==> config.mk <==
export PLATFORM = sky130hd
export DESIGN_NAME = mips_multicycle_ctrl
export DESIGN_NICKNAME = d
export VERILOG_FILES = /design/src/rtl/mips_multicycle_ctrl.sv
export SDC_FILE = /design/constraint.sdc
export NUM_CORES = 1
export LEC_CHECK = 0
export CAP_MARGIN = 40
export CORE_MARGIN = 4
export CORE_UTILIZATION = 32
export DETAILED_ROUTE_END_ITERATION = 8
export PLACE_DENSITY = 0.82
export SLEW_MARGIN = 15
export SYNTH_ARGS = -nofsm -noshare
export SYNTH_HDL_FRONTEND = slang
export SYNTH_SLANG_ARGS = --single-unit
==> constraint.sdc <==
create_clock -name clk -period 1.2 [get_ports clk]
set_input_delay 0.12 -clock clk [delete_from_list [all_inputs] [get_ports clk]]
set_output_delay 0.12 -clock clk [all_outputs]
set_load 0.02 [all_outputs]
==> src/rtl/mips_multicycle_ctrl.sv <==
// rtl/mips_multicycle_ctrl.sv - multicycle MIPS control FSM with ALU decoder (optional trap: MIPS_CTRL_ILLEGAL_TRAP_EN)
module mips_multicycle_ctrl #(
    parameter logic MEM_WAIT_EN = 1'b1
) (
    input  logic       clk,
    input  logic       rst_n,
    input  logic [5:0] op,
    input  logic [5:0] funct,
    input  logic       zero,
    input  logic       mem_ready,
    output logic [2:0] alu_control,
    output logic       alu_src_a,
    output logic [1:0] alu_src_b,
    output logic [1:0] pc_src,
    output logic       ior_d,
    output logic       reg_dst,
    output logic       mem_to_reg,
    output logic       ir_write,
    output logic       pc_write,
    output logic       mem_write,
    output logic       reg_write,
    output logic       branch,
    output logic       pc_en,
    output logic [3:0] state,
    output logic       illegal_op
);

    typedef enum logic [3:0] {
        S_FETCH   = 4'd0,
        S_DECODE  = 4'd1,
        S_MEMADR  = 4'd2,
        S_MEMRD   = 4'd3,
        S_MEMWB   = 4'd4,
        S_MEMWR   = 4'd5,
        S_EXEC    = 4'd6,
        S_ALUWB   = 4'd7,
        S_BEQ     = 4'd8,
        S_ADDIEX  = 4'd9,
        S_ADDIWB  = 4'd10,
        S_JUMP    = 4'd11,
        S_ILLEGAL = 4'd12
    } state_t;

    localparam logic [5:0] OP_RTYPE = 6'b000000;
    localparam logic [5:0] OP_LW    = 6'b100011;
    localparam logic [5:0] OP_SW    = 6'b101011;
    localparam logic [5:0] OP_BEQ   = 6'b000100;
    localparam logic [5:0] OP_ADDI  = 6'b001000;
    localparam logic [5:0] OP_J     = 6'b000010;

    state_t state_q;
    state_t state_d;
    logic   mem_done;
    logic   ir_write_raw;
    logic   pc_write_raw;
    logic   mem_write_raw;
    logic   reg_write_raw;
    logic   branch_raw;
    logic [2:0] funct_alu;

    // A memory access completes on ready, or every cycle for single-cycle memory
    assign mem_done = mem_ready | ~MEM_WAIT_EN;

    // State register
    always_ff @(posedge clk or negedge rst_n) begin
        if (!rst_n) begin
            state_q <= S_FETCH;
        end else begin
            state_q <= state_d;
        end
    end

    // ALU decoder for R-type funct; unknown functs quietly fall back to ADD
    always_comb begin
        funct_alu = 3'b010;
        case (funct)
            6'b100000: funct_alu = 3'b010;
            6'b100010: funct_alu = 3'b110;
            6'b100100: funct_alu = 3'b000;
            6'b100101: funct_alu = 3'b001;
            6'b101010: funct_alu = 3'b111;
            default:   funct_alu = 3'b010;
        endcase
    end

    // Next-state and Moore outputs per state
    always_comb begin
        state_d       = S_FETCH;
        alu_control   = 3'b000;
        alu_src_a     = 1'b0;
        alu_src_b     = 2'b00;
        pc_src        = 2'b00;
        ior_d         = 1'b0;
        reg_dst       = 1'b0;
        mem_to_reg    = 1'b0;
        ir_write_raw  = 1'b0;
        pc_write_raw  = 1'b0;
        mem_write_raw = 1'b0;
        reg_write_raw = 1'b0;
        branch_raw    = 1'b0;
        case (state_q)
            S_FETCH: begin
                alu_src_b    = 2'b01;
                alu_control  = 3'b010;
                ir_write_raw = mem_done;
                pc_write_raw = mem_done;
                state_d      = mem_done ? S_DECODE : S_FETCH;
            end
            S_DECODE: begin
                alu_src_b   = 2'b11;
                alu_control = 3'b010;
                case (op)
                    OP_LW, OP_SW: state_d = S_MEMADR;
                    OP_RTYPE:     state_d = S_EXEC;
                    OP_BEQ:       state_d = S_BEQ;
                    OP_ADDI:      state_d = S_ADDIEX;
                    OP_J:         state_d = S_JUMP;
`ifdef MIPS_CTRL_ILLEGAL_TRAP_EN
                    default:      state_d = S_ILLEGAL;
`else
                    default:      state_d = S_FETCH;
`endif
                endcase
            end
            S_MEMADR: begin
                alu_src_a   = 1'b1;
                alu_src_b   = 2'b10;
                alu_control = 3'b010;
                state_d     = (op == OP_SW) ? S_MEMWR : S_MEMRD;
            end
            S_MEMRD: begin
                ior_d   = 1'b1;
                state_d = mem_done ? S_MEMWB : S_MEMRD;
            end
            S_MEMWB: begin
                mem_to_reg    = 1'b1;
                reg_write_raw = 1'b1;
            end
            S_MEMWR: begin
                ior_d         = 1'b1;
                mem_write_raw = 1'b1;
                state_d       = mem_done ? S_FETCH : S_MEMWR;
            end
            S_EXEC: begin
                alu_src_a   = 1'b1;
                alu_control = funct_alu;
                state_d     = S_ALUWB;
            end
            S_ALUWB: begin
                reg_dst       = 1'b1;
                reg_write_raw = 1'b1;
            end
            S_BEQ: begin
                alu_src_a   = 1'b1;
                alu_control = 3'b110;
                pc_src      = 2'b01;
                branch_raw  = 1'b1;
            end
            S_ADDIEX: begin
                alu_src_a   = 1'b1;
                alu_src_b   = 2'b10;
                alu_control = 3'b010;
                state_d     = S_ADDIWB;
            end
            S_ADDIWB: begin
                reg_write_raw = 1'b1;
            end
            S_JUMP: begin
                pc_src       = 2'b10;
                pc_write_raw = 1'b1;
            end
            S_ILLEGAL: begin
                state_d = S_ILLEGAL;
            end
            default: state_d = S_FETCH;
        endcase
    end

    // Enables are suppressed combinationally while reset is held
    assign ir_write  = ir_write_raw  & rst_n;
    assign pc_write  = pc_write_raw  & rst_n;
    assign mem_write = mem_write_raw & rst_n;
    assign reg_write = reg_write_raw & rst_n;
    assign branch    = branch_raw    & rst_n;
    assign pc_en     = pc_write | (branch & zero);
    assign state     = state_q;

`ifdef MIPS_CTRL_ILLEGAL_TRAP_EN
    logic illegal_q;

    // Sticky flag raised on the same edge that enters the trap state
    always_ff @(posedge clk or negedge rst_n) begin
        if (!rst_n) begin
            illegal_q <= 1'b0;
        end else if (state_d == S_ILLEGAL) begin
            illegal_q <= 1'b1;
        end
    end

    assign illegal_op = illegal_q;
`else
    assign illegal_op = 1'b0;
`endif

endmodule

-- Word level (Yosys, flattened, before mapping)
Cells that the tools add are included.
W data, S select, Z words.
- add/sub/neg operators: 0
- multiply operators: 0
- divide/modulo/power cells: 0
- magnitude comparators: 0
- eq/ne operators: 21
- shifts and indexed selects: 0
- muxes and demuxes: 19
- bitwise operators: 7
- reductions and logical operators: 8
- operators by type and width (kind ; number):
    $eq A6 B6 Y1 const B ; 6
    $pmux W4 S8 ; 1
    $eq A4 B4 Y1 const B ; 5
    $pmux W4 S5 ; 1
    $eq A4 B3 Y1 const B ; 4
    $pmux W3 S4 ; 1
    $mux W1 ; 9
    $mux W3 ; 3
    $pmux W3 S3 ; 1
    $eq A4 B2 Y1 const B ; 2
    $reduce_or A4 Y1 ; 2
    $and A1 B1 Y1 ; 6
    $eq A6 B2 Y1 const B ; 1
    $eq A6 B3 Y1 const B ; 1
    $eq A6 B4 Y1 const B ; 1
    $logic_not A6 Y1 ; 1
    $pmux W2 S3 ; 1
    $reduce_or A2 Y1 ; 3
    $eq A4 B1 Y1 const B ; 1
    $logic_not A4 Y1 ; 1
    $pmux W2 S2 ; 1
    $reduce_or A3 Y1 ; 1
    $pmux W1 S2 ; 1
    $or A1 B1 Y1 ; 1
- bits in registers: 4
- latch bits: 0
- memory bits (writable): 0
- memory bits (read-only): 0
- bits of input ports: 16
- output and inout port bits: 22
- word-level logic and storage cells: 56
- memories: 0

-- Logic depth before layout (Yosys ltp)
Gate-level depths: netlist of the first run.
- word-level depth: 5
- depth in mapped cells: 5
- mapped depth without buffers: 4

-- Worst setup path after synthesis of the first run
Ideal clock, no wire load.
- path kind: flip-flop to output port
- start: register state_q[2], in the netlist state[2]
- end: output port pc_en
- arrival: 1.871 ns
- data required time: 1.080 ns
- path slack: -0.791 ns
- stages on the path, launching flop included: 5
- path buffers: 0
- cells stage by stage: dfrtp_1 nand2b_1 nor3_1 and2_1 a21o_1
- longest elaborated chain between the ends: 5
- elaborated cells between the ends (all ways): 9
- classes of those cells: eq/ne: 2; mux: 2; bitwise: 4; reduce/logical: 1
- ends and longest elaborated chain (what ; line ; RTL):
    from (decl) ; 51 ; state_t state_q;
    from (signal assigned) ; 69 ; state_q <= state_d;
    $eq A4 B4 Y1 ; 101 ; case (state_q)
    $mux W1 ; 101 ;
    $and A1 B1 Y1 ; 184 ; assign branch = branch_raw & rst_n;
    via branch ; 22 ; output logic branch,
    $and A1 B1 Y1 ; 185 ; assign pc_en = pc_write | (branch & zero);
    $or A1 B1 Y1 ; 185 ;
    to (decl) ; 23 ; output logic pc_en,
The timed path passes the listed nets, and every way through them passes these cells.

-- Worst setup path after layout of the first run
- start: register state_q[0], in the netlist state[0]
- end: register state_q[2], in the netlist state[2]
- longest elaborated chain between the ends: 2
- elaborated cells between the ends (all ways): 9
- classes of those cells: eq/ne: 7; mux: 1; reduce/logical: 1
- ends and longest elaborated chain (what ; line ; RTL):
    $eq A4 B4 Y1 (tied with other cells) ; 101 ;
    $pmux W4 S8 (*) ; 101 ;
    via state_d[2] ; 52 ; state_t state_d;
Mark *: on every way through the listed nets, which the timed path passes. The rest lies on a longest branch.

==> metrics.yaml, run 1 <==
outcome: "finished with violations"
violations: "setup timing"
critPathCapture: "state[2]$_DFF_PN0_"
pre_cts_slack_ns: -0.698
antenna_cells: 0
num_vias: 988
grt_pass1_wl_microns: 4600
worstReg2RegEnd: "state[2]$_DFF_PN0_"
cts_buffer_depth: 2
yosysMostFrequentCell: "nor2_1"
setup_tns_ns: -6.75
worstSkewPairLatency_ns: 0.25
viasPerCell: 5.43
crit_type: "register to register"
cts.sink_count: 4
coreArea_sq_mm: 0.00173
drive_above_1_share_pct: 65.0
die_h_microns: 50.8
cts_tree: "yes"
cp.arrival_ns: 1.81
crit_buf_inv: 2
syn_inst: 84
die-area_sq_mm: 0.00258
yosys-top-cells-count: "nor2_1 (12), nor2b_1 (6), buf_2 (5), nand2_1 (5), nor3_1 (5)"
cts_made_buffers: 3
drc_errors: 0
port_buffers: 36
cp-startpoint: "state[0]$_DFF_PN0_"
area_growth_pct: 159
synth_enable_flop_cells: 0
synth_seq_area_share_pct: 17.1
max_freq_mhz: 601
r2r_slack_ns: -0.47
antenna_found_initial: 0
first_global_vias: 1018
wire_per_inst_microns: 18.6
netlist.area_leader.share_pct: 17.1
p_per_area_mw_per_mm2: 1610
synth_ff_type: "dfrtp_1"
drt_iter0_drc: 20
multi_input_comb_area_sq_um: 682
finalCriticalPeriod_ns: 1.67
hold_path_class: "input pin to async pin"
die_w_microns: 50.8
reg2reg_from: "state[0]$_DFF_PN0_"
start_util_pct: 34.0
critPathLaunchType: "register"
clock-root-buffer: "clkbuf_4"
finalSetupViolCount: 22
netlist_top_cells_area: "dfrtp_1 (17%), nor2_1 (7.7%), nor2b_1 (6.4%)"
first_pass_iters: 4
ys_ff_latch: 4
synth_area_leader_cell: "dfrtp_1"
endpoint_kind: "register"
worst_ep_required_time_ns: 1.35
finalClockSkew_ns: 0.0111
max-vdd-ir-drop_uv: 1060
final-seq-area_sq_um: 105
syn_area_sq_um: 587
dp_hpwl_microns: 2060
maxCapViolations: 0
detail-route-antenna-nets: 0
rows: 15
synth_cell_types: 38
finalCritPeriodShare_pct: 139
cp_cell_sequence: "buf_6 > nand2_1 > buf_4 > o22ai_1 > or4_1 > o21ai_1"
n_fill_cell: 92
yosysWarnings: 0
reg2reg_depth: 6
io-pin-count: 38
overflow: 0
grt_usage_pct: 23.6
gp_congestion: 0.881
largest_reg_flops: 4
hold_viol: 0
crit_fanout: 6
cts.clk_slew.worst_paths_ns: 0.05
totalWireLength_microns: 3390
rsz0062_at_grt: "true"
grt_max_degree: 11
async_flop_share_pct: 100
avgSynthCellArea_sq_um: 6.99
postCtsHoldBufs: 0
cpMaxStageDelayCell: "dfrtp_2"
h-tree-depth: 1
cpPeakStageDelay_ns: 0.46
path_depth: 6
p_leak_nw: 0.656
slew_viol_final: 0
synth_nets: 100
final_nets: 175
setup_ws_ns: -0.465
hold_slack_ns: 0.338
crit_family: "simple AND/OR/NAND/NOR gates"
==> layer usage <==
layer	GRT usage [%]	vias up	routed length, microns
met2	46.3	39	1870
li1	-	459	-
met5	0	-	0
met3	6.41	6	169
met4	8.97	0	55
met1	23.1	484	1290
==> worst min-delay path by stage <==
stage          cells after the start  start  slack (ns)            endpoint
5_1_grt                            3  rst_n        0.37  state[3]$_DFF_PN0_
6_report                           3  rst_n        0.34  state[3]$_DFF_PN0_
3_5_place_dp                       3  rst_n        0.58  state[0]$_DFF_PN0_
3_3_place_gp                       3  rst_n        0.60  state[2]$_DFF_PN0_
2_1_floorplan                      0  rst_n       -0.18  state[0]$_DFF_PN0_
4_1_cts                            3  rst_n        0.35  state[0]$_DFF_PN0_
==> metrics by stage <==
stage | cell area [sq um] | power (mW) | instances | util, %
6_report | 1520 | 2.46 | 182 | 88.1
5_1_grt | 1520 | 2.55 | 182 | 88.1
4_1_cts | 1390 | 2.07 | 175 | 80.3
3_5_place_dp | 1270 | 1.78 | 171 | 73.8
3_3_place_gp | 1270 | 1.72 | 171 | 73.8
2_1_floorplan | 692 | 1.05 | 84 | -
==> final cells by class <==
cell class	count	area share, %
inverter	1	0.247
clock buffer	3	1.48
sequential	4	6.91
tap	25	2.06
multi-input combinational	73	44.8
timing repair buffer	76	44.5
==> placed cells by master (no fill, tap or decap), types with 2 or more instances in the layout <==
| cell type | instances |
|---|---|
| buf_4 | 36 |
| buf_6 | 18 |
| clkdlybuf4s50_1 | 11 |
| nor2_1 | 7 |
| dlygate4sd2_1 | 5 |
| nand2_1 | 4 |
| nor2b_4 | 4 |
| nor2_4 | 4 |
| dfrtp_2 | 4 |
| a31oi_1 | 3 |
| clkbuf_4 | 3 |
| buf_2 | 3 |
| nand2b_4 | 2 |
| nor3b_1 | 2 |
| nor3_2 | 2 |
| nor3_4 | 2 |
| o21a_1 | 2 |
| nor3b_2 | 2 |
| buf_8 | 2 |
==> power breakdown <==
group          switching (mW)  internal (mW)
Sequential             0.0813          0.179
Clock                  0.0685          0.113
Combinational           0.975           1.04
==> cells by family after synthesis <==
kind of cell,after synthesis,share of synthesized area [%]
and+or+nand+nor,49,47.6
AOI/OAI and AO/OA,19,22.0
buffers and inverters,7,6.18
DFF,4,17.1
xor gates and xnor gates,2,2.99
muxes,2,3.62
other,1,0.639
==> tightest hold or removal path: cells and delay by family <==
family	cells	cell delay [ns]
buffers and inverters	3	0.80
==> repair_timing <==
| action | 4_1_cts | 5_1_grt |
|---|---|---|
| setup endpoints to repair | 25 | 23 |
| gates resized for setup | 129 | 27 |
| setup buffers | 1 | 8 |
| pin swaps | 10 | 6 |
No activity file was read; power rests on OpenSTA's default activity.
==> inputs of run 2 (changes only) <==
--- a/config.mk
+++ b/config.mk
@@ -5,11 +5,13 @@
 export SDC_FILE = /design/constraint.sdc
 export NUM_CORES = 1
 export LEC_CHECK = 0
+export ABC_AREA = 1
 export CAP_MARGIN = 40
 export CORE_MARGIN = 4
 export CORE_UTILIZATION = 32
 export DETAILED_ROUTE_END_ITERATION = 8
-export PLACE_DENSITY = 0.82
+export HOLD_SLACK_MARGIN = 0.08
+export PLACE_DENSITY = 0.81
 export SLEW_MARGIN = 15
 export SYNTH_ARGS = -nofsm -noshare
 export SYNTH_HDL_FRONTEND = slang
==> metrics.yaml, run 2 <==
first_pass_iters: 4
maxCapViolations: 0
syn_area_sq_um: 602
synth_nets: 133
cp-startpoint: "state[3]$_DFF_PN0_"
synth_enable_flop_cells: 0
syn_inst: 117
synth_seq_area_share_pct: 16.6
grt_max_degree: 7
worst_ep_required_time_ns: 1.08
num_vias: 1030
overflow: 0
wire_per_inst_microns: 13.6
reg2reg_from: "state[3]$_DFF_PN0_"
synth_cell_types: 15
finalCriticalPeriod_ns: 1.52
layout_commonest_cell: "buf_4"
p_switching_uw: 994
gp_congestion: 0.866
cp.arrival_ns: 1.40
rsz0062_at_grt: "true"
hold_slack_ns: 0.457
cts.clk_slew.worst_paths_ns: 0.04
io-pin-count: 38
die_w_microns: 51.4
finalCritPeriodShare_pct: 127
outcome: "finished with violations"
area_growth_pct: 148
die-area_sq_mm: 0.00264
port_buffers: 36
crit_type: "register to primary output"
netlist.area_leader.share_pct: 16.6
drive_above_1_share_pct: 57.3
crit_fanout: 5
p_per_area_mw_per_mm2: 1360
async_flop_share_pct: 100
drc_errors: 0
hold_path_class: "input pin to async pin"
worstSkewPairLatency_ns: 0.23
slew_viol_final: 0
setup_tns_ns: -4.79
max-vdd-ir-drop_uv: 1090
yosys-top-cells-count: "nand2_1 (24), nor2_1 (22), inv_1 (19)"
p_leak_nw: 0.831
cts.sink_count: 4
netlist_top_cells_area: "dfrtp_1 (17%), nand2_1 (15%), nor2_1 (14%)"
cts_buffer_depth: 2
yosysWarnings: 0
endpoint_kind: "primary output"
setup_ws_ns: -0.321
detail-route-antenna-nets: 0
finalClockSkew_ns: 0.00463
p_comb_share_pct: 81.0
h-tree-depth: 1
cts_tree: "yes"
intPower_mw: 1.04
finalSetupViolCount: 21
dp_hpwl_microns: 1840
rows: 15
viasPerCell: 4.90
die_h_microns: 51.4
first_global_vias: 1034
seq_power_share_pct: 11.4
drt_iter0_drc: 27
clock-root-buffer: "clkbuf_4"
synth_area_leader_cell: "dfrtp_1"
cts_made_buffers: 3
switching_share_pct: 48.9
final_nets: 203
largest_reg_flops: 4
ys_ff_latch: 4
postCtsHoldBufs: 0
grt_pass1_wl_microns: 4190
critPathLaunchType: "register"
max_freq_mhz: 657
synth_ff_type: "dfrtp_1"
antenna_cells: 0
mostFrequentLayoutCells: "buf_4 (26), buf_6 (21), inv_1 (15), clkdlybuf4s50_1 (15), nor2_1 (13)"
clockPowerShare_pct: 7.6
violations: "setup timing"
start_util_pct: 34.5
totalWireLength_microns: 2860
grt_usage_pct: 20.8
antenna_found_initial: 0
coreArea_sq_mm: 0.00175
yosysMostFrequentCell: "nand2_1"
avgSynthCellArea_sq_um: 5.14
hold_viol: 0
[run 2: cell count changes after synthesis, sizes merged, moves of 6 or more]
cell / before / now
inv: 1 / 27
nand4: 1 / 7
nor2: 12 / 26
nand2: 5 / 28
nor2b: 6 / 0
nand3: 1 / 14
[run 2: final cells by class]
| class | count | area, sq um |
|---|---|---|
| timing repair buffer | 66 | 612 |
| fill | 95 | 255 |
| sequential | 4 | 105 |
| inverter | 27 | 126 |
| multi-input combinational | 85 | 593 |
| clock buffer | 3 | 22.5 |
| tap | 25 | 31.3 |
[run 2: final timing paths]
path | endpoint | slack, ns | cells after the start
max | alu_control[1] | -0.32 | 7
min | state[3]$_DFF_PN0_ | 0.46 | 2
max reg2reg | state[3]$_DFF_PN0_ | -0.20 | 8
min reg2reg | state[3]$_DFF_PN0_ | 0.78 | 3
max in group asynchronous | state[1]$_DFF_PN0_ | 0.63 | 2
min in group clk | state[2]$_DFF_PN0_ | 0.64 | 5
[run 2: through the flow]
stage	std cells	worst slack (ns)	util, %	power [mW]	area [sq um]
final	210	-0.321	85.4	2.03	1490
after global placement	201	-0.574	69.0	1.39	1200
after floorplan	117	-0.0903	-	0.779	639
after detailed placement	201	-0.638	69.0	1.41	1200
after CTS	206	-0.255	79.8	1.82	1390
after global routing	210	-0.403	85.4	2.13	1490
[run 2: timing repair]
item	CTS	global route
setup endpoints to repair	25	25
gates resized for setup	152	25
cloned	0	0
setup buffers	2	4
pin swaps	16	24
endpoints found under the hold margin	0	0
[run 2: cell families (layout without fill, tap and decap cells)]
kind of cell           after synthesis  count (layout)  share of synthesized area, %
and+or+nand+nor                     78              78                          59.7
buffers and inverters               28              96                          18.1
AOI/OAI and AO/OA                    6               6                          4.99
DFF                                  4               4                          16.6
other                                1               1                         0.623
[run 2: power by group through the flow]
stage | combinational (mW) | sequential, mW | clock (mW)
6_report | 1.65 | 0.232 | 0.155
5_1_grt | 1.72 | 0.239 | 0.167
4_1_cts | 1.44 | 0.227 | 0.157
3_5_place_dp | 1.19 | 0.217 | 0
3_3_place_gp | 1.17 | 0.216 | 0
2_1_floorplan | 0.510 | 0.270 | 0
[run 2: worst max-delay path, cell delays in order, from the launching register on]
cell and delay (ns):
dfrtp_2 0.45, buf_6 0.14, inv_6 0.04, nand2_4 0.06
nor2_4 0.04, a21oi_2 0.17, nand4_1 0.10, buf_4 0.17
[run 2: metal layers]
| metal | global-route usage (%) | routed length [microns] | vias up |
|---|---|---|---|
| met4 | 7.86 | 54 | 0 |
| met3 | 2.33 | 116 | 6 |
| met5 | 0 | 0 | - |
| met1 | 18.7 | 1020 | 484 |
| li1 | - | - | 501 |
| met2 | 44.9 | 1670 | 39 |
==> inputs of run 3 (changes only) <==
--- a/config.mk
+++ b/config.mk
@@ -7,6 +7,7 @@
 export LEC_CHECK = 0
 export ABC_AREA = 1
 export CAP_MARGIN = 40
+export CORE_ASPECT_RATIO = 1.4
 export CORE_MARGIN = 4
 export CORE_UTILIZATION = 32
 export DETAILED_ROUTE_END_ITERATION = 8
==> metrics.yaml, run 3 (synthesis gave the netlist of run 2 again) <==
grt_pass1_wl_microns: 4030
final-seq-area_sq_um: 105
cts.sink_count: 4
setup_tns_ns: -5.11
dp_hpwl_microns: 1870
first_global_vias: 1020
gp_congestion: 0.813
max-vdd-ir-drop_uv: 1150
n_fill_cell: 98
clock-root-buffer: "clkbuf_4"
finalSetupViolCount: 21
hold_path_class: "input pin to async pin"
setup_ws_ns: -0.364
p_per_area_mw_per_mm2: 1370
p_leak_nw: 0.795
final_nets: 204
placed_cell_area_sq_mm: 0.00120
finalCritPeriodShare_pct: 130
rsz0062_at_grt: "true"
port_buffers: 36
fin_util_pct: 82.1
cts_tree: "yes"
cts.clk_slew.worst_paths_ns: 0.04
finalClockSkew_ns: 0.00344
first_pass_iters: 4
num_vias: 1018
cp.arrival_ns: 1.44
cts_made_buffers: 3
grt_max_degree: 7
worst_ep_required_time_ns: 1.08
critPathCapture: "pc_en"
critPathLaunchType: "register"
crit_fanout: 4
die-area_sq_mm: 0.00265
viasPerCell: 4.94
postCtsHoldBufs: 0
antenna_cells: 0
area_growth_pct: 143
layout_commonest_cell: "buf_4"
hold_slack_ns: 0.405
max_freq_mhz: 639
hold_viol: 0
start_util_pct: 33.8
die_w_microns: 44.7
mostFrequentLayoutCells: "buf_4 (25), buf_6 (23), clkdlybuf4s50_1 (15)"
grt_usage_pct: 19.9
total_power_mw: 2.01
io-pin-count: 38
maxCapViolations: 0
worstReg2RegEnd: "state[3]$_DFF_PN0_"
cts_buffer_depth: 2
antenna_found_initial: 0
drive_above_1_share_pct: 58.6
worstSkewPairLatency_ns: 0.24
fin_area_sq_mm: 0.00146
endpoint_kind: "primary output"
reg2reg_from: "state[3]$_DFF_PN0_"
multi_input_comb_area_sq_um: 559
coreArea_sq_mm: 0.00178
largest_reg_flops: 4
overflow: 0
h-tree-depth: 1
crit_type: "register to primary output"
slew_viol_final: 0
outcome: "finished with violations"
detail-route-antenna-nets: 0
drt_iter0_drc: 21
die_h_microns: 59.3
finalCriticalPeriod_ns: 1.56
cp-startpoint: "state[0]$_DFF_PN0_"
totalWireLength_microns: 2830
violations: "setup timing"
reg2reg_depth: 8
rows: 18
r2r_slack_ns: -0.21
wire_per_inst_microns: 13.7
drc_errors: 0
-- run 3: how the worst min path moves through the flow --
stage	from	endpoint	slack, ns
floorplan	rst_n	state[0]$_DFF_PN0_	-0.18
global placement	rst_n	state[0]$_DFF_PN0_	0.60
detailed placement	rst_n	state[1]$_DFF_PN0_	0.60
CTS	rst_n	state[1]$_DFF_PN0_	0.42
global route	rst_n	state[1]$_DFF_PN0_	0.41
finish	rst_n	state[1]$_DFF_PN0_	0.40
-- run 3: through the flow --
stage,setup WS [ns],instances
floorplan,-0.0903,117
global placement,-0.572,196
detailed placement,-0.639,196
CTS,-0.265,201
global route,-0.402,206
finish,-0.364,206
-- run 3: cell type report --
type                       count  share of cell area, %
clock buffer                   3                   1.54
tap                           20                   1.71
sequential                     4                   7.20
inverter                      27                   8.31
timing repair buffer          67                   42.9
multi-input combinational     85                   38.3
-- run 3: repair_timing --
item / 4_1_cts / 5_1_grt
gates resized for setup: 131 / 43
buffers inserted: 2 / 7
setup endpoints to repair: 25 / 23
pin swaps: 6 / 18
-- run 3: worst max-delay path, stage by stage (launching register included) --
cell     delay, ns
dfrtp_2       0.45
nor2_4        0.19
inv_2         0.08
nor2_4        0.17
nand3_2       0.09
nand3_2       0.11
buf_6         0.12
-- run 3: power breakdown --
group	leakage [nW]	switching, mW	internal [mW]
registers	0.0477	0.0632	0.173
logic	0.734	0.867	0.734
clock network	0.0138	0.0569	0.112
-- run 3: per-layer routing --
metal,global-route usage [%],up-vias,wire length (microns)
li1,-,502,-
met1,19.2,484,990
met2,39.0,30,1700
met3,3.04,2,124
met4,9.05,0,10
met5,0,-,0
